==> config.mk <==
export PLATFORM = sky130hd
export DESIGN_NAME = m_mem_read_ctrl
export DESIGN_NICKNAME = d
export VERILOG_FILES = /design/src/rtl/m_mem_pkg.sv /design/src/rtl/m_region_decode.sv /design/src/rtl/m_mem_read_ctrl.sv
export SDC_FILE = /design/constraint.sdc
export NUM_CORES = 1
export LEC_CHECK = 0
export ABC_CLOCK_PERIOD_IN_PS = 1900
export CORE_AREA = 8 8 79 81
export CTS_BUF_LIST = sky130_fd_sc_hd__clkbuf_4 sky130_fd_sc_hd__clkbuf_8 sky130_fd_sc_hd__clkbuf_16
export DETAILED_ROUTE_END_ITERATION = 10
export DIE_AREA = 0 0 87 89
export HOLD_SLACK_MARGIN = 0.1
export PLACE_DENSITY_LB_ADDON = 0.12
export SKIP_LAST_GASP = 1
export SLEW_MARGIN = 20
export SYNTH_ARGS = -nofsm -noshare
export SYNTH_HDL_FRONTEND = slang
export SYNTH_SLANG_ARGS = --single-unit
==> constraint.sdc <==
create_clock -name clk -period 1.9 [get_ports clk]
set_input_delay 0.285 -clock clk [delete_from_list [all_inputs] [get_ports clk]]
set_output_delay 0.285 -clock clk [all_outputs]
set_load 0.03 [all_outputs]
==> src/rtl/m_mem_pkg.sv <==
// Shared definitions for the CPU memory read controller and the address
// decoder it uses.
//
// Contents:
//   region_e   - memory region selected by an address (instr ROM, MMR, stack)
//   INSTR_END  - last address that belongs to the instruction ROM
//   MMR_END    - last address that belongs to the memory-mapped registers
//   state_e    - read controller FSM states
package m_mem_pkg;

  typedef enum logic [1:0] {
    REG_INSTR = 2'd0,
    REG_MMR   = 2'd1,
    REG_STACK = 2'd2
  } region_e;

  // Inclusive upper bounds; the stack region runs from MMR_END+1 to 0xFFF.
  localparam logic [11:0] INSTR_END = 12'h400;
  localparam logic [11:0] MMR_END   = 12'h44B;

  typedef enum logic [1:0] {
    IDLE  = 2'd0,
    ISSUE = 2'd1,
    WAIT  = 2'd2,
    RESP  = 2'd3
  } state_e;

endpackage

==> src/rtl/m_region_decode.sv <==
// Combinational address-to-region decoder. It is shared between the read and
// write sides of the CPU memory port, so every 12-bit address maps to exactly
// one region.
//
// Ports:
//   addr   in  12  byte/word address from the CPU
//   region out  2  REG_INSTR, REG_MMR or REG_STACK (never 3)
module m_region_decode
  import m_mem_pkg::*;
(
  input  logic [11:0] addr,
  output region_e     region
);

  // The regions are contiguous and ordered, so two compares are enough.
  always_comb begin
    region = REG_STACK;
    if (addr <= INSTR_END) begin
      region = REG_INSTR;
    end else if (addr <= MMR_END) begin
      region = REG_MMR;
    end
  end

endmodule

==> src/rtl/m_mem_read_ctrl.sv <==
// CPU load controller. Accepts one read request at a time, decodes the
// address into instruction ROM, MMR or stack RAM, pulses that region's read
// strobe for one cycle, waits out the region's fixed read latency, captures
// the returned word and holds it for the CPU under a valid/ready handshake.
//
// Parameters:
//   DATA_W     data word width
//   INSTR_LAT  strobe-to-data latency of the instruction ROM (0..7)
//   MMR_LAT    strobe-to-data latency of the MMR block (0..7, 0 = same cycle)
//   STACK_LAT  strobe-to-data latency of the stack RAM (0..7)
//
// Ports:
//   clk, rst_n        clock (rising edge), async active-low reset
//   rd_req, rd_addr   CPU read request and address (sampled on accept)
//   rd_ready          high only while idle; accept = rd_req && rd_ready
//   rd_valid, rd_data registered response word and its valid flag
//   rsp_ready         CPU takes the response when rd_valid && rsp_ready
//   sel, mem_addr     latched region and address towards the memories
//   instr_re, mmr_re, stack_re          one-cycle read strobes
//   instr_rdata, mmr_rdata, stack_rdata region read data
module m_mem_read_ctrl
  import m_mem_pkg::*;
#(
  parameter int DATA_W    = 16,
  parameter int INSTR_LAT = 1,
  parameter int MMR_LAT   = 0,
  parameter int STACK_LAT = 2
) (
  input  logic              clk,
  input  logic              rst_n,
  input  logic              rd_req,
  input  logic [11:0]       rd_addr,
  output logic              rd_ready,
  output logic              rd_valid,
  output logic [DATA_W-1:0] rd_data,
  input  logic              rsp_ready,
  output logic [1:0]        sel,
  output logic [11:0]       mem_addr,
  output logic              instr_re,
  output logic              mmr_re,
  output logic              stack_re,
  input  logic [DATA_W-1:0] instr_rdata,
  input  logic [DATA_W-1:0] mmr_rdata,
  input  logic [DATA_W-1:0] stack_rdata
);

  localparam logic [2:0] INSTR_LAT_C = 3'(INSTR_LAT);
  localparam logic [2:0] MMR_LAT_C   = 3'(MMR_LAT);
  localparam logic [2:0] STACK_LAT_C = 3'(STACK_LAT);

  state_e            state;
  state_e            state_next;
  logic [2:0]        cnt;
  region_e           dec_region;
  logic [2:0]        sel_lat;
  logic [DATA_W-1:0] sel_rdata;
  logic              capture;

  m_region_decode u_decode (
    .addr   (rd_addr),
    .region (dec_region)
  );

  // Latency and read data of the latched region. Code 3 never gets latched,
  // so it simply falls in with the stack.
  always_comb begin
    sel_lat   = STACK_LAT_C;
    sel_rdata = stack_rdata;
    case (region_e'(sel))
      REG_INSTR: begin
        sel_lat   = INSTR_LAT_C;
        sel_rdata = instr_rdata;
      end
      REG_MMR: begin
        sel_lat   = MMR_LAT_C;
        sel_rdata = mmr_rdata;
      end
      default: begin
        sel_lat   = STACK_LAT_C;
        sel_rdata = stack_rdata;
      end
    endcase
  end

  // A zero-latency region returns its data in the strobe cycle itself;
  // otherwise the data is taken when the countdown reaches 1.
  assign capture = ((state == ISSUE) && (sel_lat == 3'd0)) ||
                   ((state == WAIT) && (cnt == 3'd1));

  always_ff @(posedge clk or negedge rst_n) begin
    if (!rst_n) begin
      state <= IDLE;
    end else begin
      state <= state_next;
    end
  end

  always_comb begin
    state_next = state;
    rd_ready   = 1'b0;
    instr_re   = 1'b0;
    mmr_re     = 1'b0;
    stack_re   = 1'b0;
    case (state)
      IDLE: begin
        rd_ready = 1'b1;
        if (rd_req) begin
          state_next = ISSUE;
        end
      end
      ISSUE: begin
        instr_re   = (sel == REG_INSTR);
        mmr_re     = (sel == REG_MMR);
        stack_re   = (sel == REG_STACK);
        state_next = (sel_lat == 3'd0) ? RESP : WAIT;
      end
      WAIT: begin
        if (cnt == 3'd1) begin
          state_next = RESP;
        end
      end
      RESP: begin
        if (rsp_ready) begin
          state_next = IDLE;
        end
      end
      default: state_next = IDLE;
    endcase
  end

  // Request latch, latency countdown and response register.
  always_ff @(posedge clk or negedge rst_n) begin
    if (!rst_n) begin
      cnt      <= 3'd0;
      sel      <= 2'd0;
      mem_addr <= 12'd0;
      rd_data  <= '0;
      rd_valid <= 1'b0;
    end else begin
      case (state)
        IDLE: begin
          if (rd_req) begin
            mem_addr <= rd_addr;
            sel      <= dec_region;
          end
        end
        ISSUE: begin
          cnt <= sel_lat;
        end
        WAIT: begin
          if (cnt != 3'd1) begin
            cnt <= cnt - 3'd1;
          end
        end
        RESP: begin
          if (rsp_ready) begin
            rd_valid <= 1'b0;
          end
        end
        default: begin
        end
      endcase
      if (capture) begin
        rd_data  <= sel_rdata;
        rd_valid <= 1'b1;
      end
    end
  end

endmodule

# ---- Word level (Yosys, flattened, before mapping)
# Cells that the tools add are included.
# W data, S select, Z words.
dict set report totals {
  regBits 36
  latchBits 0
  ram_bits 0
  rom_bits 0
  wordCells 51
  memories 0
}
dict set report op_classes {
  n_addsub 1
  n_mul 0
  div_mod_pow 0
  magnitude_cmp 2
  eq_ne 11
  shift 0
  mux 18
  n_bitwise 0
  n_reduce_logical 13
}
# operator count
set ops {}
lappend ops {{$pmux W16 S2} 1}
lappend ops {{$le A12 B11 Y1 const B} 2}
lappend ops {{$mux W2} 5}
lappend ops {{$mux W1} 8}
lappend ops {{$pmux W2 S4} 1}
lappend ops {{$eq A2 B2 Y1 const B} 3}
lappend ops {{$pmux W3 S2} 1}
lappend ops {{$reduce_and A2 Y1} 3}
lappend ops {{$reduce_bool A2 Y1} 3}
lappend ops {{$eq A2 B1 Y1 const B} 2}
lappend ops {{$logic_not A2 Y1} 2}
lappend ops {{$ne A2 B1 Y1 const B} 2}
lappend ops {{$ne A2 B2 Y1 const B} 2}
lappend ops {{$pmux W2 S2} 1}
lappend ops {{$eq A3 B1 Y1 const B} 1}
lappend ops {{$logic_not A3 Y1} 1}
lappend ops {{$mux W3} 1}
lappend ops {{$ne A3 B1 Y1 const B} 1}
lappend ops {{$reduce_and A3 Y1} 1}
lappend ops {{$sub A3 B1 Y3 const B} 1}
lappend ops {{$logic_and A1 B1 Y1} 2}
lappend ops {{$logic_or A1 B1 Y1} 1}

# ---- Logic depth before layout (Yosys ltp)
# Gate-level depths: netlist (run 1).
dict set report logic_depth {
  depth_word 7
  mapped_depth 7
  ltp_nobuf 6
}

# ---- Modules after synthesis
# A second synthesis (run 1) with hierarchy kept.
dict set report hier_totals {
  hier_cells 175
  hier_area_um2 2019.4
}
# mod instances cells_each area_each_um2 seq_area_each_um2
set by_module_without_submodules {}
lappend by_module_without_submodules {m_mem_read_ctrl 1 165 1939.4 900.9}
lappend by_module_without_submodules {m_region_decode 1 10 80.1 0.0}

# ---- Worst setup path before layout (run 1)
# Ideal clock, no wire load.
dict set report synth_path {
  path_type {reg-to-output}
  start {register sel[0]}
  end {output instr_re}
  t_arrival_ps 1671
  t_required_ps 1615
  path_slack_ps -56
  path_stages_with_launch 4
  n_path_buf 2
  path_cell_list {dfrtp_1 > buf_4 > buf_6 > nor3b_1}
}
dict set report synth_between {
  elab_chain_len 2
}
# element line_no
set synth_rtl {}
lappend synth_rtl {{from (decl)} m_mem_read_ctrl.sv:37} ;# output logic [1:0] sel,
lappend synth_rtl {{from (signal assigned)} m_mem_read_ctrl.sv:144} ;# sel <= dec_region;
lappend synth_rtl {{$logic_not A2 Y1} m_mem_read_ctrl.sv:112} ;# instr_re = (sel == REG_INSTR);
lappend synth_rtl {{$mux W1} m_mem_read_ctrl.sv:104} ;# case (state)
lappend synth_rtl {{to (decl)} m_mem_read_ctrl.sv:39} ;# output logic instr_re,
# No other way between the ends.

# ---- Final worst setup path (run 1)
dict set report layout_path {
  start {register state[0]}
  end {output rd_ready}
}
dict set report layout_between {
  elab_chain_len 2
}
# element line_no
set layout_rtl {}
lappend layout_rtl {{from (decl)} m_mem_read_ctrl.sv:51} ;# state_e state;
lappend layout_rtl {{from (signal assigned)} m_mem_read_ctrl.sv:94} ;# state <= state_next;
lappend layout_rtl {{$logic_not A2 Y1} m_mem_read_ctrl.sv:104}
lappend layout_rtl {{$mux W1} m_mem_read_ctrl.sv:104}
lappend layout_rtl {{to (decl)} m_mem_read_ctrl.sv:33} ;# output logic rd_ready,
# No other way between the ends.

==> out/metrics.cfg, run 1 <==
[critical_path]
cp_max_fo = 5
r2r_end = state[0]
crit_chain = inv_1 -> ha_1 -> clkdlybuf4s15_1
cp_top_family = buffers and inverters
end_kind = output port
startpoint = state[0]
cpPeakStageDelay_ns = 0.41
arrival_ns = 1.51
critPathKind = reg -> out
crit_slowest_cell = clkdlybuf4s15_1
crit_required_ns = 1.62
critPathBufInv = 2
reg2reg_depth = 5
rr_startpoint = state[0]
worstSetupStartpointType = flop
r2r_setup_slack_ns = 0.22

[synth]
yosys.area_share.adder_pct = 3.876
ys_seq_area_share_pct = 46.51
synth-compound-area-share_pct = 14.60
syn_inst = 195
syn_area_sq_um = 1937
ys_ff_latch = 36
syn_avg_cell_area_sq_um = 9.933
synth_top_family_by_area = multiplexers
synth-simple-area-share_pct = 13.89
yosys_warnings = 0
syn-num-nets = 265
synth_xor_area_share_pct = 0
synthFlopType = dfrtp_1
synth_edf_count = 0
synthArstFlopShare_pct = 100.0
ys_types = 33
muxShareOfSynthArea_pct = 15.76

[sta]
timing.final.ws_setup_ns = 0.1012
max_freq_mhz = 555.9
setup_tns_ns = 0
slew_viol_final = 0
rsz0062_at_grt = false
tightest_slew_ns = 0.4622
finalCritPeriodShare_pct = 94.67
hold_viol_final = 0
finalSetupViolations = 0
relSlewSlack_pct = 68.90
min_period_ns = 1.799
worst_clock_skew_ns = 0.003438

[floorplanning]
die_h_microns = 89
core_area_sq_um = 4977
io_pins = 99
row_count = 26
initial_core_util_pct = 38.91
die_x_microns = 87
dieArea_sq_um = 7743

[drt]
ant_nets = 0
routed_via_density = 4.726
wl_per_cell_microns = 14.78
route.detailed.drc = 0
vias = 1739
first_pass_iters = 4
wirelength_microns = 5440
dr.first_iter.drc_count = 44

[pwr]
p_leak_uw = 0.001318
max-vdd-ir-drop_v = 0.0009102
power_density_nw_per_um2 = 1582

[clock_network]
post_cts_buffers = 0
cts.sinks = 36
cts_tree = built
path_clk_slew_ns = 0.07
root_buffer = clkbuf_8
cts_buffers = 5
clock_path_buffers = 2
clock_latency_ns = 0.28
cts_max_level = 2

[finish]
n_antenna_cell = 0
final_nets = 367
multi_input_area_sq_um = 943.4
area_delta_synth_final_pct = 59.50
regArea_sq_um = 900.9
fillers = 450
stdcell_count = 368
layout-drive-gt1-share_pct = 13.09
fin_area_sq_um = 3089

[grt]
grt_max_degree = 37
grt_pass1_wl_microns = 8714
grt_usage_pct = 14.30
grt_overflow = 0
antenna_found_initial = 0
grt_pass1_vias = 1887

[min_path]
min_path_type = reg -> reg
worstHoldStart = rd_data[2]
min_to = rd_data[2]
hold_depth = 2

[run_status]
outcome = complete, no violations

[run]
maxCapViolations = 0

[placement]
place_area_sq_um = 2980
io_buffers = 98
place_inst = 359
pre_cts_ws_ns = 0.1066
gp_congestion = 0.7603
dp_hpwl_microns = 4302

kinds of logic after synthesis:
| logic type | after synthesis |
|---|---|
| compound gates | 49 |
| fa+ha+maj | 6 |
| mux | 29 |
| buf+inv | 18 |
| simple gates | 57 |
| flops | 36 |
sequential cells by signal, summed over array words and instances (netlist names):
signal and cells:
cnt 3, mem_addr 12, rd_data 16, rd_valid 1
sel 2, state 2
layout by cell type, fill, tap and decap left out, types with 2 or more instances in the layout:
| cell | instances |
|---|---|
| buf_4 | 11 |
| a21oi_1 | 18 |
| dfrtp_1 | 36 |
| nand2_1 | 25 |
| nor2_1 | 21 |
| mux2_2 | 12 |
| ha_1 | 6 |
| clkinv_2 | 2 |
| mux2i_1 | 17 |
| o21ai_1 | 3 |
| nor4_1 | 2 |
| clkbuf_8 | 6 |
| a31oi_1 | 2 |
| clkdlybuf4s50_1 | 91 |
| inv_1 | 7 |
| o21ai_0 | 18 |
worst max-delay path by stage:
| stage | endpoint | cells after the start |
|---|---|---|
| floorplan | sel[0] | 6 |
| global placement | rd_ready | 3 |
| detailed placement | rd_ready | 3 |
| CTS | rd_ready | 3 |
| global route | mmr_re | 4 |
| finish | rd_ready | 3 |
cells in the mapped netlist, types with 2 or more instances:
library cell,instances,area share [%]
a21oi_1,18,4.7
buf_6,3,1.7
clkbuf_1,3,0.58
nand2_1,25,4.8
inv_1,7,1.4
o21ai_1,3,0.77
buf_4,3,1.2
o21ai_0,18,4.7
nor2_1,21,4.1
nor4_1,2,0.65
mux2_2,12,7.0
buf_2,2,0.52
dfrtp_1,36,47
a31oi_1,2,0.65
mux2i_1,17,8.8
ha_1,6,3.9
metal layers:
metal,share of wire [%],track usage [%],vias to the layer above
met5,0,0,-
met3,9.4,6.526,4
li1,-,-,882
met4,0.74,4.225,0
met2,51,25.19,55
met1,39,15.00,798
metrics by stage:
step	power [uW]	hold WS [ns]	utilization, %
2_1_floorplan	3238	-0.01059	-
5_1_grt	5241	0.5180	62.07
3_5_place_dp	4375	0.3583	59.88
3_3_place_gp	4332	0.3559	59.88
6_report	4887	0.4810	62.07
4_1_cts	4947	0.4862	61.92
worst reg2reg max path, cell delays in order (launching register included):
cell,delay [ns]
dfrtp_1,0.38
inv_1,0.10
ha_1,0.28
a222oi_1,0.47
nor4b_2,0.28
a21oi_1,0.06
what timing repair did:
item                       4_1_cts  5_1_grt
resized for setup                1        2
hold endpoints to repair        36        0
pin swaps                        0        0
hold buffers                     1        0
setup endpoints to repair        1        2
area by class of cell:
cell class	instances	share of cell area [%]
sequential	36	29.16
clock inverter	2	0.3240
inverter	7	0.8505
timing repair buffer	106	33.62
tap	70	2.835
clock buffer	6	2.673
multi-input combinational	141	30.54
power by group:
| group | switching, uW | internal (uW) |
|---|---|---|
| clock | 272 | 289 |
| combinational | 1630 | 1310 |
| sequential | 236 | 1140 |
Note: power is estimated with default switching activity, not from simulation.
==> run 2: changes to the inputs <==
Settings changed: CELL_PAD_IN_SITES_DETAIL_PLACEMENT set to 0, CELL_PAD_IN_SITES_GLOBAL_PLACEMENT set to 1, CORE_AREA 8 8 79 81 to 8 8 91 93, DIE_AREA 0 0 87 89 to 0 0 99 101, SETUP_SLACK_MARGIN set to 0.2.
==> out/metrics.cfg, run 2 (synthesis gave the netlist of run 1 again) <==
[grt]
grt_usage_pct = 11.74
antenna_found_initial = 0
grt_pass1_vias = 1869
grt_max_degree = 37
grt_overflow = 0
grt_pass1_wl_microns = 9287

[placement]
io_buffers = 98
pre_cts_ws_ns = 0.1540
gp_congestion = 0.6954
dp_hpwl_microns = 4488

[floorplanning]
core_area_sq_um = 6943
initial_core_util_pct = 27.90
dieArea_sq_um = 9999
io_pins = 99
die_x_microns = 99
row_count = 31
die_h_microns = 101

[sta]
tightest_slew_ns = 0.4766
relSlewSlack_pct = 67.93
slew_viol_final = 0
timing.final.ws_setup_ns = 0.2302
hold_viol_final = 0
min_period_ns = 1.670
finalCritPeriodShare_pct = 87.88
max_freq_mhz = 598.9
finalSetupViolations = 0
setup_tns_ns = 0
worst_clock_skew_ns = 0.004344
hold_slack_ns = 0.4749
rsz0062_at_grt = true

[finish]
layout-drive-gt1-share_pct = 17.53
final_cell_mix = clkdlybuf4s50_1 (91), dfrtp_1 (35), nand2_1 (25)
layout_commonest_cell = clkdlybuf4s50_1
regMostFlops = rd_data
largest_reg_flops = 16
n_antenna_cell = 0
final_nets = 377
top_regs = rd_data: 16 flops, mem_addr: 12 flops, cnt: 3 flops
area_delta_synth_final_pct = 66.21

[clock_network]
clock_path_buffers = 2
cts_tree = built
cts.sinks = 36
cts_buffers = 5
path_clk_slew_ns = 0.07
clock_latency_ns = 0.29
root_buffer = clkbuf_8
cts_max_level = 2

[pwr]
combPwrFrac_pct = 62.1
p_seq_share_pct = 26.7
switchingPower_uw = 2215
p_leak_uw = 0.001376
internal_power_uw = 2896
power_density_nw_per_um2 = 1588
max-vdd-ir-drop_v = 0.0007215
clkPwrFrac_pct = 11.2
switching_share_pct = 43.33

[run_status]
outcome = complete, no violations

[drt]
dr.first_iter.drc_count = 25
wl_per_cell_microns = 15.09
ant_nets = 0
wirelength_microns = 5887
vias = 1762
route.detailed.drc = 0
routed_via_density = 4.518
first_pass_iters = 4

[critical_path]
cpPeakStageDelay_ns = 0.43
critPathBufInv = 1
critPathKind = reg -> reg
cp_max_fo = 5
cp_top_family = compound AO/OA/AOI/OAI gates
arrival_ns = 1.84
worstSetupStartpointType = flop
crit_chain = inv_1 -> ha_2 -> a222oi_1 -> nor4b_2 -> a21oi_1
end_kind = flop
crit_required_ns = 2.07
crit_slowest_cell = dfrtp_1

[run]
maxCapViolations = 0

[min_path]
min_path_type = reg -> reg

## run 2: changes by cell type in the layout (fill, tap and decap cells not counted), sizes merged
cell / change
clkbuf: +1
clkdlybuf4s15: -1
buf: +10
## run 2: power groups by stage
stage / Clock, uW / Combinational, uW / Sequential, uW
floorplan: 0 / 1270 / 1970
global placement: 0 / 3040 / 1360
detailed placement: 0 / 3030 / 1370
CTS: 597 / 3080 / 1360
global route: 630 / 3470 / 1420
finish: 570 / 3170 / 1370
## run 2: through the flow
step	instance area [sq um]	instances	power [uW]	util [%]
final	3219	390	5111	46.37
after global routing	3219	390	5525	46.37
after CTS	3144	384	5040	45.29
after detailed placement	3013	373	4401	43.40
after global placement	3013	373	4402	43.40
after floorplan	1944	195	3244	-
## run 2: timing repair
item	in CTS	in global routing
pin swaps	0	1
buffers inserted	2	4
gates cloned	0	2
resized for setup	6	6
endpoints found under the setup margin	3	20
hold endpoints to repair	36	0
hold buffers	1	0
## run 2: tightest hold or removal path, delay by kind of cell, from the launching register on
kind               cells  cell delay, ns
DFF                    1            0.34
AOI/OAI and AO/OA      1            0.05
and+or+nand+nor        1            0.04
## run 2: final timing paths
path / start / end / slack [ns] / cells after the start
max: state[0] / state[0] / 0.23 / 5
min: rd_data[14] / rd_data[14] / 0.47 / 2
max reg2reg: state[0] / state[0] / 0.23 / 5
min reg2reg: rd_data[14] / rd_data[14] / 0.47 / 2
max in group asynchronous: rst_n / sel[0] / 0.97 / 3
min in group asynchronous: rst_n / mem_addr[0] / 0.57 / 3
## run 2: layout make-up
| cell class | instances | area [sq um] |
|---|---|---|
| multi-input combinational | 141 | 958.4 |
| tap | 82 | 102.6 |
| inverter | 7 | 26.28 |
| clock inverter | 2 | 10.01 |
| clock buffer | 6 | 82.58 |
| fill | 676 | 3724 |
| sequential | 36 | 902.1 |
| timing repair buffer | 116 | 1137 |
## run 2: per-layer routing
layer | vias up | wire, microns | GRT usage [%]
met5 | - | 0 | 0
met2 | 54 | 2884 | 20.32
met4 | 0 | 58 | 3.188
met3 | 8 | 485 | 5.110
li1 | 903 | - | -
met1 | 797 | 2459 | 12.75
==> run 3: changes to the inputs <==
Settings changed: SLEW_MARGIN 20 to unset.
==> results of run 3 <==
No change in the layout: final DEF, timing and power equal those of run 2.
